**src/rtl/uart_tx.sv**
```systemverilog
// UART transmitter: one serial bit per clock, start + 8 data (LSB first) +
// optional even/odd parity + 1 or 2 stop bits. txd/tx_rdy are registered.
module uart_tx (
  input  logic       clock,
  input  logic       reset,
  input  logic       tx_en,
  input  logic [1:0] parity_type,
  input  logic       nstop,
  input  logic [7:0] data_in,
  input  logic       data_valid,
  output logic       txd,
  output logic       tx_rdy
);

  typedef enum logic [2:0] {
    ST_IDLE   = 3'd0,
    ST_START  = 3'd1,
    ST_DATA   = 3'd2,
    ST_PARITY = 3'd3,
    ST_STOP1  = 3'd4,
    ST_STOP2  = 3'd5
  } state_t;

  state_t      present_state;
  logic [2:0]  bit_cnt;
  logic [7:0]  data_q;
  logic [1:0]  parity_q;
  logic        nstop_q;

  // Outputs are registered alongside the state, so each branch drives the
  // txd/tx_rdy values that belong to the state being entered.
  always_ff @(posedge clock) begin
    // NOTE: non-blocking assignments keep every register update reading the
    // pre-edge values, which is what makes this a clean single-edge FSM.
    if (reset) begin
      present_state <= ST_IDLE;
      bit_cnt       <= 3'd0;
      // NOTE: the frame registers are reset too, although each frame reloads
      // them, so nothing downstream can ever see X after reset.
      data_q        <= 8'd0;
      parity_q      <= 2'd0;
      nstop_q       <= 1'b0;
      txd           <= 1'b1;
      tx_rdy        <= 1'b1;
    end else begin
      case (present_state)
        ST_IDLE: begin
          if (tx_en && data_valid) begin
            present_state <= ST_START;
            data_q        <= data_in;
            parity_q      <= parity_type;
            nstop_q       <= nstop;
            bit_cnt       <= 3'd0;
            txd           <= 1'b0;
            tx_rdy        <= 1'b0;
          end else begin
            txd    <= 1'b1;
            tx_rdy <= 1'b1;
          end
        end

        ST_START: begin
          present_state <= ST_DATA;
          txd           <= data_q[bit_cnt];
          tx_rdy        <= 1'b0;
        end

        ST_DATA: begin
          tx_rdy <= 1'b0;
          if (bit_cnt == 3'd7) begin
            bit_cnt <= 3'd0;
            if (parity_q[1]) begin
              present_state <= ST_PARITY;
              txd           <= (^data_q) ^ parity_q[0];
            end else begin
              present_state <= ST_STOP1;
              txd           <= 1'b1;
            end
          end else begin
            bit_cnt <= bit_cnt + 3'd1;
            txd     <= data_q[bit_cnt + 3'd1];
          end
        end

        ST_PARITY: begin
          present_state <= ST_STOP1;
          txd           <= 1'b1;
          tx_rdy        <= 1'b0;
        end

        ST_STOP1: begin
          txd <= 1'b1;
          if (nstop_q) begin
            present_state <= ST_STOP2;
            tx_rdy        <= 1'b0;
          end else begin
            present_state <= ST_IDLE;
            tx_rdy        <= 1'b1;
          end
        end

        // Stop2 and the unused encodings all return to Idle.
        default: begin
          present_state <= ST_IDLE;
          txd           <= 1'b1;
          tx_rdy        <= 1'b1;
        end
      endcase
    end
  end

endmodule

```
**config.mk**
```make
export PLATFORM = sky130hd
export DESIGN_NAME = uart_tx
export DESIGN_NICKNAME = d
export VERILOG_FILES = /design/src/rtl/uart_tx.sv
export SDC_FILE = /design/constraint.sdc
export NUM_CORES = 1
export LEC_CHECK = 0
export ABC_CLOCK_PERIOD_IN_PS = 4700
export CAP_MARGIN = 20
export CORE_MARGIN = 2
export CORE_UTILIZATION = 45
export DETAILED_ROUTE_END_ITERATION = 6
export GPL_TIMING_DRIVEN = 0
export HOLD_SLACK_MARGIN = 0.06
export PLACE_DENSITY = 0.69
export SKIP_CTS_REPAIR_TIMING = 1
export SKIP_LAST_GASP = 1
export SLEW_MARGIN = 25
export SYNTH_ARGS = -nofsm -noshare
export SYNTH_HDL_FRONTEND = slang
export SYNTH_SLANG_ARGS = --single-unit
```
**constraint.sdc**
```tcl
create_clock -name clock -period 4.7 [get_ports clock]
set_input_delay 0.94 -clock clock [delete_from_list [all_inputs] [get_ports clock]]
set_output_delay 0.94 -clock clock [all_outputs]
set_load 0.01 [all_outputs]
```
After elaboration in Yosys (flattened, before gate mapping). Cells that the tools add are included.

Add/subtract/negate cells: 1. Order comparisons: 2. Equality and inequality tests: 7. Mux-type cells: 18. Bitwise gates (word level): 1. Reductions and logical operators: 8.

Operator list (count): $mux 3 (6); $pmux 3 s5 (1); $lt 3x4->1 const B (2); $reduce_xor 8->1 (1); $bmux 1 s3 (2); $eq 3x2->1 const B (2); $eq 3x3->1 const B (2); $mux 1 (6); $pmux 1 s3 (2); $pmux 3 s2 (1); $reduce_and 2->1 (3); $ne 2x2->1 const B (2); $add 3x1->3 const B (1); $eq 3x1->1 const B (1); $logic_not 3->1 (1); $reduce_or 3->1 (1); $reduce_bool 2->1 (1); $logic_and 1x1->1 (1); $xor 1x1->1 (1).

Bits in registers: 19. Input bits: 15. Word-level logic and storage cells: 44.

Depth between registers and ports, before layout. Gate-level depths: netlist (run 1).

Depth in word-level cells: 5. Mapped depth: 6.

Worst setup path before layout (run 1). OpenSTA, ideal clock, no wires.

Kind: register to register. From: register bit_cnt[1]. To: register txd. Arrival: 1.763 ns. Data required time: 4.558 ns. Path slack: 2.795 ns. Cell stages (with the launch flop): 7. Path buffers: 0. Path through: dfxtp_1 ha_1 ha_1 mux4_1 nor2b_1 a211oi_1 o311ai_1.

Cells in the longest elaborated chain, start to end: 5. Elaborated cells between the ends (all ways): 8. Classes of those cells: add/sub: 1; eq/ne: 1; mux: 6.

RTL lines: start, declared (line 25) `logic [2:0] bit_cnt;`; start signal, assigned (line 80) `bit_cnt <= bit_cnt + 3'd1;`; $add 3x1->3 (line 81) `txd <= data_q[bit_cnt + 3'd1];`; $bmux 1 s3 (line 81); $mux 1 (not written as such) (line 81); $mux 1 (line 70) `if (bit_cnt == 3'd7) begin`; $pmux 1 s3 (*) (line 46) `case (present_state)`; end signal, assigned (line 64) `txd <= data_q[bit_cnt];`; end signal, assigned (line 74) `txd <= (^data_q) ^ parity_q[0];`; end signal, assigned (line 81); end, declared (line 11) `output logic txd,`.

Every way passes the cells marked *; elsewhere a longest branch is shown, timed or not. The select of a mux whose other input is x is not followed. A chain may end at the register's enable or synchronous reset.

Final worst setup path (run 1).
From: input tx_en. To: register data_q[7].

Cells in the longest elaborated chain, start to end: 2.

RTL lines: start, declared (line 6) `input logic tx_en,`; $logic_and 1x1->1 (line 48) `if (tx_en && data_valid) begin`; $reduce_and 2->1 (no line); end signal, assigned (line 50) `data_q <= data_in;`; end, declared (line 26) `logic [7:0] data_q;`.

Every way passes these cells.

==> impl_results.md, run 1 <==
* Status: finished clean
* Data required, critical path at 4.87 ns
* CP max-delay cell: clkdlybuf4s50_1
* Post-layout minimum cycle time at 2.233 ns
* Largest net degree at the start of global routing at 11
* Clock-pin transition on the worst setup and hold timing paths at 0.11 ns
* DRC Markers at 0
* Synthesized area at 1042 sq um
* Vias in the first global route at 827
* Reg2reg end: txd
* Max-cap viol count at 0
* Synth area leader: dfxtp_1
* Clock group share of total power at 0.254
* Die extent in y at 52.13 microns
* Chip Width at 52.13 microns
* Slew at the pin with the worst max-slew slack at 0.4626 ns
* Post-Synthesis Cells at 117
* Final Max Tran Viols at 0
* R2R Setup Slk at 2.66 ns
* Crit-path most repeated cell: nand2_1
* CTS tree: yes
* Worst path bufs/invs at 3
* Sw Share at 0.2685
* Ports at 17
* Sequential share of power at 0.532
* Power Dens Cells at 265.4 nW/um^2
* Hold path startpoint: parity_q[0]
* Max Freq at 0.4478 GHz
* Crit-path cells: clkdlybuf4s50_1, nand2_1, or4_1, clkbuf_1, buf_6, nand2_1, a21oi_1
* Max clock buf depth at 2
* Layout Nets at 154
* Clk_skew at 0.005717 ns
* Pleak at 0.4777 nW
* Worst vdd ir at 145.7 uV
* Yosys cell types at 32
* Vias post-DR at 877
* IO buf count at 15
* Post-DP HPWL at 1549 microns
* Crit path max fanout at 10
* Gpl congestion at 0.8084
* Placed cell count at 160
* WS Path Type: in -> reg
* H-tree depth at 1
* Worst r2r src: bit_cnt[1]
* Top area cells in the synthesized netlist: dfxtp_1, mux4_1, nand2_1
* Top delay family on crit path: buffers and inverters
* Total congestion overflow at 0
* Setup violators final at 0
* Initial Util at 0.4757
* Share of cells above drive strength 1 at 0.08088
* Initial antenna violation count at 0
* Crit path DAT at 2.41 ns
* Min-Delay Path Class: reg -> reg
* Hold path cells at 2
* Slew headroom at 0.6916
* First-pass iteration count of the detailed router at 4
* Fin util at 0.5722
* Non-Filler Instances at 164
* Hold path endpoint: parity_q[0]
* Delay of the slowest cell on the worst path at 0.48 ns
* Clock Latency Late Sink at 0.30 ns
* Total global-route track usage at 0.1805
* Post-Syn Nets at 134
* Synthesis-stage register bit count at 19
* Area grow syn2layout at 20.29%
* Rows at 17
* Sum Neg Setup Slack at 0 ns
* Kind of end point of the critical path: flip-flop
* Combinational group share of total power at 0.215
* Placeable Area at 2191 sq um
* Post-synthesis sequential area ratio at 0.3649
* Avg WL per Cell at 12.81 microns
* Cell Int Power at 0.0002434 W
* Startpoint types: primary input
* Synth Warn # at 0
* Worst r2r path cells at 6
* Remaining antenna violation count after routing at 0
* Synth top area share at 0.3649
* Most common cell after layout, fill and taps aside: nand2_1
* Die area at 2717 sq um
* Initial drt markers at 25
* CTS Sinks at 19
* Global-route wire length before repair at 3608 microns
* Ant. Diodes at 0
* Final WL at 2101 microns
* RSZ-0062 raised after global routing: false
* Fin crit share at 0.4751
* Net Switching at 0.00008934 W
* Root buf cell: clkbuf_4
* Final hold vios at 0
* Avg Inst Size Synth at 8.908 sq um
* Vias per Instance at 5.348
* Most frequent cells in the layout: nand2_1, dfxtp_1, a21oi_1, clkdlybuf4s50_1, clkbuf_1
* Total CTS buffers at 3
[cell families (layout without fill, tap and decap cells)]
family / after synthesis / in the layout / synth area share
and+or+nand+nor: 46 / 46 / 0.2029
adders and majority gates: 2 / 2 / 0.02401
DFF: 19 / 19 / 0.3649
muxes: 6 / 6 / 0.1212
buffers and inverters: 12 / 31 / 0.06842
AOI/OAI and AO/OA: 27 / 27 / 0.1489
xor gates and xnor gates: 5 / 5 / 0.06963
[registers in the layout, indices dropped and copies added, names as in the netlist]
register and flops:
present_state 3, parity_q 2, tx_rdy 1, bit_cnt 3
txd 1, nstop_q 1, data_q 8
[Yosys cell counts]
| master | n |
|---|---|
| nor3b_1 | 2 |
| a31oi_1 | 2 |
| nor4_1 | 1 |
| a2111oi_0 | 1 |
| buf_2 | 3 |
| nand2b_1 | 2 |
| buf_6 | 3 |
| or4_1 | 1 |
| xor2_1 | 1 |
| mux2_2 | 1 |
| o32ai_1 | 2 |
| inv_1 | 2 |
| xnor3_1 | 1 |
| dfxtp_1 | 19 |
| nor2_1 | 4 |
| o311ai_1 | 1 |
| a211oi_1 | 1 |
| nor2b_1 | 1 |
| mux2i_1 | 1 |
| or2_2 | 1 |
| mux4_1 | 4 |
| o21ai_0 | 2 |
| nand3_1 | 3 |
| clkbuf_1 | 4 |
| and2_1 | 1 |
| ha_1 | 2 |
| a21oi_1 | 18 |
| xor3_1 | 1 |
| nor3_1 | 3 |
| nand2_1 | 26 |
| xnor2_1 | 2 |
| or3b_1 | 1 |
[per-layer routing]
metal | global-route usage | up-vias | share of wire
li1 | - | 453 | -
met1 | 0.2409 | 408 | 0.49
met2 | 0.2954 | 12 | 0.48
met3 | 0.02586 | 4 | 0.026
met4 | 0.06579 | 0 | 0.010
met5 | 0 | - | 0
[worst max-delay path by stage]
stage,start,to,cells past startpoint
6_report,tx_en,data_q[7],7
3_3_place_gp,tx_en,data_q[5],7
4_1_cts,tx_en,data_q[7],7
2_1_floorplan,bit_cnt[1],txd,6
3_5_place_dp,tx_en,data_q[4],7
5_1_grt,data_valid,data_q[2],7
[power groups by stage]
stage / clock network (W) / logic (W) / registers [W]
2_1_floorplan: 0 / 0.0000473 / 0.000180
3_3_place_gp: 0 / 0.0000689 / 0.000180
3_5_place_dp: 0 / 0.0000711 / 0.000181
4_1_cts: 0.0000888 / 0.0000717 / 0.000177
5_1_grt: 0.0000939 / 0.0000790 / 0.000178
6_report: 0.0000844 / 0.0000715 / 0.000177
[cell type report]
class	instances	area, sq um
timing repair buffer	15	150.1
multi-input combinational	86	590.6
fill	209	937.1
buffer	10	63.81
inverter	2	7.507
tap	28	35.03
sequential	19	380.4
clock buffer	4	26.28
[per-stage QoR]
step	total power [W]	setup WS (ns)	area, sq um	hold WS [ns]
CTS	0.0003374	2.478	1254	0.4671
detailed placement	0.0002516	2.169	1227	0.4514
finish	0.0003327	2.467	1254	0.4677
global route	0.0003508	2.391	1254	0.5110
global placement	0.0002488	2.180	1227	0.4511
floorplan	0.0002269	2.795	1042	0.4368
[worst register-to-register path: stages, from the launching register on]
cell and delay [ns]:
dfxtp_1 0.36, ha_1 0.20, ha_1 0.33, mux4_1 0.54
nor2b_1 0.14, a211oi_1 0.21, o311ai_1 0.13
(Power assumes the default switching activity.)
==> inputs of run 2 (changes only) <==
Settings changed: ABC_CLOCK_PERIOD_IN_PS 4700 to 1900, PLACE_DENSITY 0.69 to 0.72.
Clock period 4.7 ns to 1.9 ns, I/O delays scaled along.
==> run 2 against run 1 <==
Sequential share of layout area decreased by 0.72 points. Clock power increased by 150%. Cell area is 3.1% higher. Hold slack got worse by 0.032 ns. Via count grew 0.80%. First-iteration DRC count decreased by 68%. Sequential power grew 150%. Clock skew fell by 0.0033 ns. Worst setup slack got worse by 2.4 ns. Register-to-register slack got worse by 2.6 ns. Largest cell class unchanged. Highest routed layer unchanged.
==> impl_results.md, run 2 (synthesis results as in run 1) <==
* Most frequent cells in the layout: nand2_1, a21oi_1, dfxtp_1, clkdlybuf4s50_1, clkbuf_1 (was nand2_1, dfxtp_1, a21oi_1, clkdlybuf4s50_1, clkbuf_1)
* Max-cap viol count at 0 (unchanged)
* Setup violators final at 0 (unchanged)
* Clock group share of total power at 0.252 (was 0.254)
* Layout Nets at 156 (was 154)
* Slew headroom at 0.7123 (was 0.6916)
* Cell Int Power at 0.0006030 W (was 0.0002434 W)
* Clk_skew at 0.002444 ns (was 0.005717 ns)
* Crit-path cells: ha_4, ha_4, mux4_2, nor2b_1, a211oi_1, o311ai_1 (was clkdlybuf4s50_1, nand2_1, or4_1, clkbuf_1, buf_6, nand2_1, a21oi_1)
* Initial antenna violation count at 0 (unchanged)
* Kind of end point of the critical path: flip-flop (unchanged)
* Largest register by flop count: data_q (unchanged)
* Pwr Total at 0.0008233 W (was 0.0003327 W)
* Power Dens Cells at 637.0 nW/um^2 (was 265.4 nW/um^2)
* Global-route wire length before repair at 3574 microns (was 3608 microns)
* Placed cell count at 160 (unchanged)
* CTS tree: yes (unchanged)
* Sequential share of power at 0.533 (was 0.532)
* Total global-route track usage at 0.1815 (was 0.1805)
* Initial drt markers at 8 (was 25)
* Clock Latency Late Sink at 0.30 ns (about the same)
* WS Path Type: reg -> reg (was in -> reg)
* Net Switching at 0.0002203 W (was 0.00008934 W)
* Crit path DAT at 2.02 ns (was 2.41 ns)
* Largest register FFs at 8 (unchanged)
* Ports at 17 (unchanged)
* First-pass iteration count of the detailed router at 3 (was 4)
* Biggest regs: data_q x8, bit_cnt x3, present_state x3 (unchanged)
* Largest net degree at the start of global routing at 11 (unchanged)
* Crit-path most repeated cell: ha_4 (was nand2_1)
* Area grow syn2layout at 24.01% (was 20.29%)
* Worst setup margin at 0.05442 ns (was 2.467 ns)
* Data required, critical path at 2.07 ns (was 4.87 ns)
* Post-DP HPWL at 1551 microns (was 1549 microns)
* Initial Util at 0.4757 (unchanged)
* Max Freq at 0.5418 GHz
* Final WL at 2138 microns (was 2101 microns)
* Final Max Tran Viols at 0 (unchanged)
* Share of cells above drive strength 1 at 0.1304 (was 0.08088)
* Most common cell after layout, fill and taps aside: nand2_1 (unchanged)
* Status: finished clean (unchanged)
* Placeable Area at 2191 sq um (unchanged)
* Pleak at 0.4778 nW (was 0.4777 nW)
* Final hold vios at 0 (unchanged)
* Total congestion overflow at 0 (unchanged)
* Non-Filler Instances at 166 (was 164)
* Ant. Diodes at 0 (unchanged)
* Worst vdd ir at 372.8 uV (was 145.7 uV)
* CP max-delay cell: mux4_2 (was clkdlybuf4s50_1)
* Slew at the pin with the worst max-slew slack at 0.4207 ns (was 0.4626 ns)
* Total CTS buffers at 3 (unchanged)
* CTS Sinks at 19 (unchanged)
* Avg WL per Cell at 12.88 microns (was 12.81 microns)
* RSZ-0062 raised after global routing: true (was false)
* Combinational group share of total power at 0.215 (about the same)
* Vias per Instance at 5.325 (was 5.348)
* Crit path max fanout at 3 (was 10)
* IO buf count at 15 (unchanged)
* Post-layout minimum cycle time at 1.846 ns
* Delay of the slowest cell on the worst path at 0.48 ns (about the same)
* Chip Width at 52.13 microns (unchanged)
* DRC Markers at 0 (unchanged)
* Startpoint types: flip-flop (was primary input)
* Setup WS pre-CTS at -0.1171 ns (was 2.169 ns)
* Min-Delay Path Class: in -> reg (was reg -> reg)
* Vias post-DR at 884 (was 877)
* Die area at 2717 sq um (unchanged)
* Fin util at 0.5899 (was 0.5722)
* Sw Share at 0.2676 (was 0.2685)
* Max clock buf depth at 2 (unchanged)
* H-tree depth at 1 (unchanged)
* Vias in the first global route at 844 (was 827)
* Placement-stage cell area at 1240 sq um (was 1227 sq um)
* Die extent in y at 52.13 microns (unchanged)
* Root buf cell: clkbuf_4 (unchanged)
* Fin crit share at 0.9714
* Gpl congestion at 0.8390 (was 0.8084)
* Remaining antenna violation count after routing at 0 (unchanged)
* Rows at 17 (unchanged)
* # fillers at 216 (was 209)
* Clock-pin transition on the worst setup and hold timing paths at 0.11 ns (about the same)
* Final instance area at 1292 sq um (was 1254 sq um)
## run 2: worst max-delay path: cells and delay by family (launching register included)
family,cells,cell delay (ns)
simple gates,1,0.14
mux,1,0.48
fa+ha+maj,2,0.43
flops,1,0.36
compound gates,2,0.30
## run 2: path summary, 6_finish.rpt
| kind | startpoint | to | slack, ns | cells past startpoint |
|---|---|---|---|---|
| worst max-delay path | bit_cnt[0] | txd | 0.05 | 6 |
| worst min-delay path | reset | data_q[0] | 0.44 | 2 |
| worst max register to register | bit_cnt[0] | txd | 0.05 | 6 |
| worst min register to register | parity_q[0] | parity_q[0] | 0.48 | 2 |
## run 2: power by group through the flow
stage	clock [W]	combinational (W)	sequential, W
2_1_floorplan	0	0.000117	0.000444
3_3_place_gp	0	0.000170	0.000445
3_5_place_dp	0	0.000175	0.000447
4_1_cts	0.000215	0.000176	0.000438
5_1_grt	0.000230	0.000196	0.000442
6_report	0.000208	0.000177	0.000439
## run 2: per-stage QoR
step / hold WS [ns] / TNS, ns
finish: 0.4358 / 0
global route: 0.4544 / -0.01725
CTS: 0.4263 / -0.1310
detailed placement: 0.4653 / -0.6627
global placement: 0.4495 / -0.5812
floorplan: 0.4368 / 0
## run 2: cell type report
class                           instances  area (sq um)  area share
Buffer                                 10         63.81     0.04937
Clock buffer                            4         26.28     0.02033
Inverter                                2         7.507    0.005808
Multi-Input combinational cell         86         611.8      0.4734
Sequential cell                        19         382.9      0.2962
Tap cell                               28         35.03     0.02711
Timing Repair Buffer                   17         165.2      0.1278
## run 2: layer usage
layer | track usage | up-vias | wire length (microns)
li1 | - | 456 | -
met3 | 0.01724 | 4 | 53
met2 | 0.3122 | 12 | 1051
met5 | 0 | - | 0
met1 | 0.2182 | 412 | 984
met4 | 0.1053 | 0 | 48
==> patch (settings of run 2) <==
Put one more register stage on the output `txd`. The value now appears one clock later. The other outputs are not delayed to match. Comments in the files are not updated.
--- a/src/rtl/uart_tx.sv
+++ b/src/rtl/uart_tx.sv
@@ -21,6 +21,8 @@
     ST_STOP2  = 3'd5
   } state_t;
 
+  logic txd_s0;
+
   state_t      present_state;
   logic [2:0]  bit_cnt;
   logic [7:0]  data_q;
@@ -40,7 +42,7 @@
       data_q        <= 8'd0;
       parity_q      <= 2'd0;
       nstop_q       <= 1'b0;
-      txd           <= 1'b1;
+      txd_s0        <= 1'b1;
       tx_rdy        <= 1'b1;
     end else begin
       case (present_state)
@@ -51,17 +53,17 @@
             parity_q      <= parity_type;
             nstop_q       <= nstop;
             bit_cnt       <= 3'd0;
-            txd           <= 1'b0;
+            txd_s0        <= 1'b0;
             tx_rdy        <= 1'b0;
           end else begin
-            txd    <= 1'b1;
+            txd_s0 <= 1'b1;
             tx_rdy <= 1'b1;
           end
         end
 
         ST_START: begin
           present_state <= ST_DATA;
-          txd           <= data_q[bit_cnt];
+          txd_s0        <= data_q[bit_cnt];
           tx_rdy        <= 1'b0;
         end
 
@@ -71,25 +73,25 @@
             bit_cnt <= 3'd0;
             if (parity_q[1]) begin
               present_state <= ST_PARITY;
-              txd           <= (^data_q) ^ parity_q[0];
+              txd_s0        <= (^data_q) ^ parity_q[0];
             end else begin
               present_state <= ST_STOP1;
-              txd           <= 1'b1;
+              txd_s0        <= 1'b1;
             end
           end else begin
             bit_cnt <= bit_cnt + 3'd1;
-            txd     <= data_q[bit_cnt + 3'd1];
+            txd_s0  <= data_q[bit_cnt + 3'd1];
           end
         end
 
         ST_PARITY: begin
           present_state <= ST_STOP1;
-          txd           <= 1'b1;
+          txd_s0        <= 1'b1;
           tx_rdy        <= 1'b0;
         end
 
         ST_STOP1: begin
-          txd <= 1'b1;
+          txd_s0 <= 1'b1;
           if (nstop_q) begin
             present_state <= ST_STOP2;
             tx_rdy        <= 1'b0;
@@ -102,12 +104,16 @@
         // Stop2 and the unused encodings all return to Idle.
         default: begin
           present_state <= ST_IDLE;
-          txd           <= 1'b1;
+          txd_s0        <= 1'b1;
           tx_rdy        <= 1'b1;
         end
       endcase
     end
   end
 
+  always_ff @(posedge clock) begin
+    txd <= txd_s0;
+  end
+
 endmodule
 
Check against the original RTL: not equivalent (a bounded check fails within 4 cycles, from zero or initial values and one cycle with reset high).
==> patch against run 2 <==
Clock skew grew 3.3 ps; wire length is 1.1% higher; sequential power is 4.8% higher; combinational power is 6% higher; power up 3.6%; first-iteration DRC count up 88%; area after synthesis grew 2.0%; worst setup slack improved by 22 ps; sequential share of layout area increased by 1.0 points; final area grew 3.0%; hold slack got worse by 87 ps; sequential cell count rose by 1; largest power group unchanged; highest routed layer unchanged.
==> patch: results (changes against run 2) <==
Worst setup path
  – CP arrival: 2000 ps (-20 ps)
  – Critical path's slowest cell: mux4_2
  – R2R Setup Slk: 80 ps (+20 ps)
  – Crit Path Max Fanout: 3 (unchanged)
  – Max stage delay on crit path: 500 ps (+20 ps)
  – CP delay by family, top: multiplexers
  – R2r startpoint: bit_cnt[1]
  – FF-to-FF End: txd_s0
  – Worst Reg-to-Reg Cells: 6 (unchanged)

Hold path
  – Worst hold path type: reg -> reg
  – Hold Path End: txd
  – Hold Path Stages: 0 (-2)
  – Worst hold start: txd_s0

Synthesis
  – FFs w/ async S/R, synth: 0% (unchanged)
  – Top cells by area, synth: dfxtp_1, nand2_1, a21oi_1, mux4_2, buf_6
  – Synth cell types: 35 (+9.4%)
  – Seq/Total Area, Yosys: 37.6% (+1.2 points)
  – Top cells by count, synth: nand2_1, dfxtp_1, a21oi_1, mux4_2, nor2_1
  – Synth Instances: 117 (unchanged)
  – Top_reg_cell synth: dfxtp_1
  – Syn_nets: 134 (unchanged)
  – Warnings, synthesis: 0 (unchanged)

Routing
  – Routed vias/inst: 5.44 (+2.1%)
  – Initial DRC Count: 15 (+7)
  – DR pass1 iterations: 4 (+1)
  – Met2 WL post-DR: 1.02 mm (-3.3%)
  – Top Layer Used: met4
  – WL met1: 1.02 mm (+4.1%)
  – DR WL met3: 71 um (+34%)
  – Routed WL: 2.16 mm (+1.1%)

Clock tree
  – Clock slew at reported path FFs: 110 ps (about the same)
  – Num CTS Buffers: 3 (unchanged)
  – Clock latency on the worst-skew pair: approximately 310 ps
  – CTS HTree Levels: 1 (unchanged)
  – Maximum buffer depth of the clock tree: 2 (unchanged)
  – Root buf cell: clkbuf_4

STA
  – Fin Clk Skew: 5.75 ps (+3.31 ps)
  – Hold_ws: 348 ps (-87.4 ps)
  – Normalized max-slew margin: 69.4% (-1.9 points)

Final layout
  – Fill count: 224 (+3.7%)
  – Top Registers: data_q (8), bit_cnt (3), present_state (3)
  – Final #Nets: 156 (unchanged)
  – Share of cells above drive strength 1: 19.0% (+5.9 points)
  – Layout Cells excl Fill: 165 (-0.60%)
  – # diodes: 0 (unchanged)

Global routing
  – Antenna violations before repair: 0 (unchanged)
  – Pin count of the biggest net entering global routing: 11 (unchanged)
  – First-pass GRT wire length: 3.65 mm (+2.1%)
  – GRT Util Overall: 18.5% (+0.37 points)
  – Vias in the first global route: 813 (-3.7%)

Placed design
  – Area after DPL: 0.00126 mm^2 (+1.9%)
  – GPL Wtd Cong: 0.828 (-1.3%)
  – Dpl hpwl: 1.58 mm (+1.6%)
  – Port Buffers: 15 (unchanged)

Pwr
  – Sw Pwr: 0.228 mW (+3.3%)
  – Leakage: 0.475 nW (-0.50%)
  – VDD IR max: 0.000516 V (+39%)

Status
  – Status: finished clean
patch: changes by cell type in the layout (fill, tap and decap cells not counted), moves of 2 or more:
cell,delta
clkbuf_1,-3
mux4_2,+3
dfxtp_2,-2
mux4_1,-3
dfxtp_4,+2
patch: layer usage:
layer	track usage [%]	vias to the layer above
li1	-	455
met1	23.0	415
met2	30.0	22
met3	3.43	5
met4	10.3	0
met5	0	-
patch: final cells by class:
class                           count  area [um^2]  share of cell area (%)
Clock buffer                        3         22.5                    1.69
Timing Repair Buffer               17          165                    12.4
Sequential cell                    20          408                    30.6
Inverter                            2         7.51                   0.564
Buffer                              9         71.3                    5.36
Multi-Input combinational cell     86          622                    46.7
Tap cell                           28         35.0                    2.63
patch: kinds of logic after synthesis:
| logic type | share of synthesized area, % |
|---|---|
| fa+ha+maj | 2.35 |
| flops | 37.6 |
| mux | 10.5 |
| buf+inv | 7.41 |
| xor+xnor | 6.82 |
| simple gates | 20.7 |
| compound gates | 14.6 |
patch: how the worst max path moves through the flow:
stage	start	end	slack (ps)
2_1_floorplan	bit_cnt[0]	txd_s0	20
3_3_place_gp	bit_cnt[0]	txd_s0	-90
3_5_place_dp	bit_cnt[0]	txd_s0	-100
4_1_cts	bit_cnt[0]	txd_s0	-120
5_1_grt	bit_cnt[1]	txd_s0	20
6_report	bit_cnt[1]	txd_s0	80
patch: power by group through the flow:
stage | clock network [mW] | logic [mW] | registers [mW]
global placement | 0 | 0.175 | 0.472
global route | 0.224 | 0.207 | 0.464
finish | 0.206 | 0.187 | 0.460
CTS | 0.209 | 0.180 | 0.464
detailed placement | 0 | 0.179 | 0.474
floorplan | 0 | 0.123 | 0.470
patch: per-stage QoR:
step                util (%)  power (mW)  worst slack [ps]
floorplan                  -       0.593              24.8
global placement        56.6       0.647             -86.9
detailed placement      56.6       0.652              -102
CTS                     57.6       0.852              -123
global route            59.6       0.895              19.1
finish                  59.6       0.853              76.3
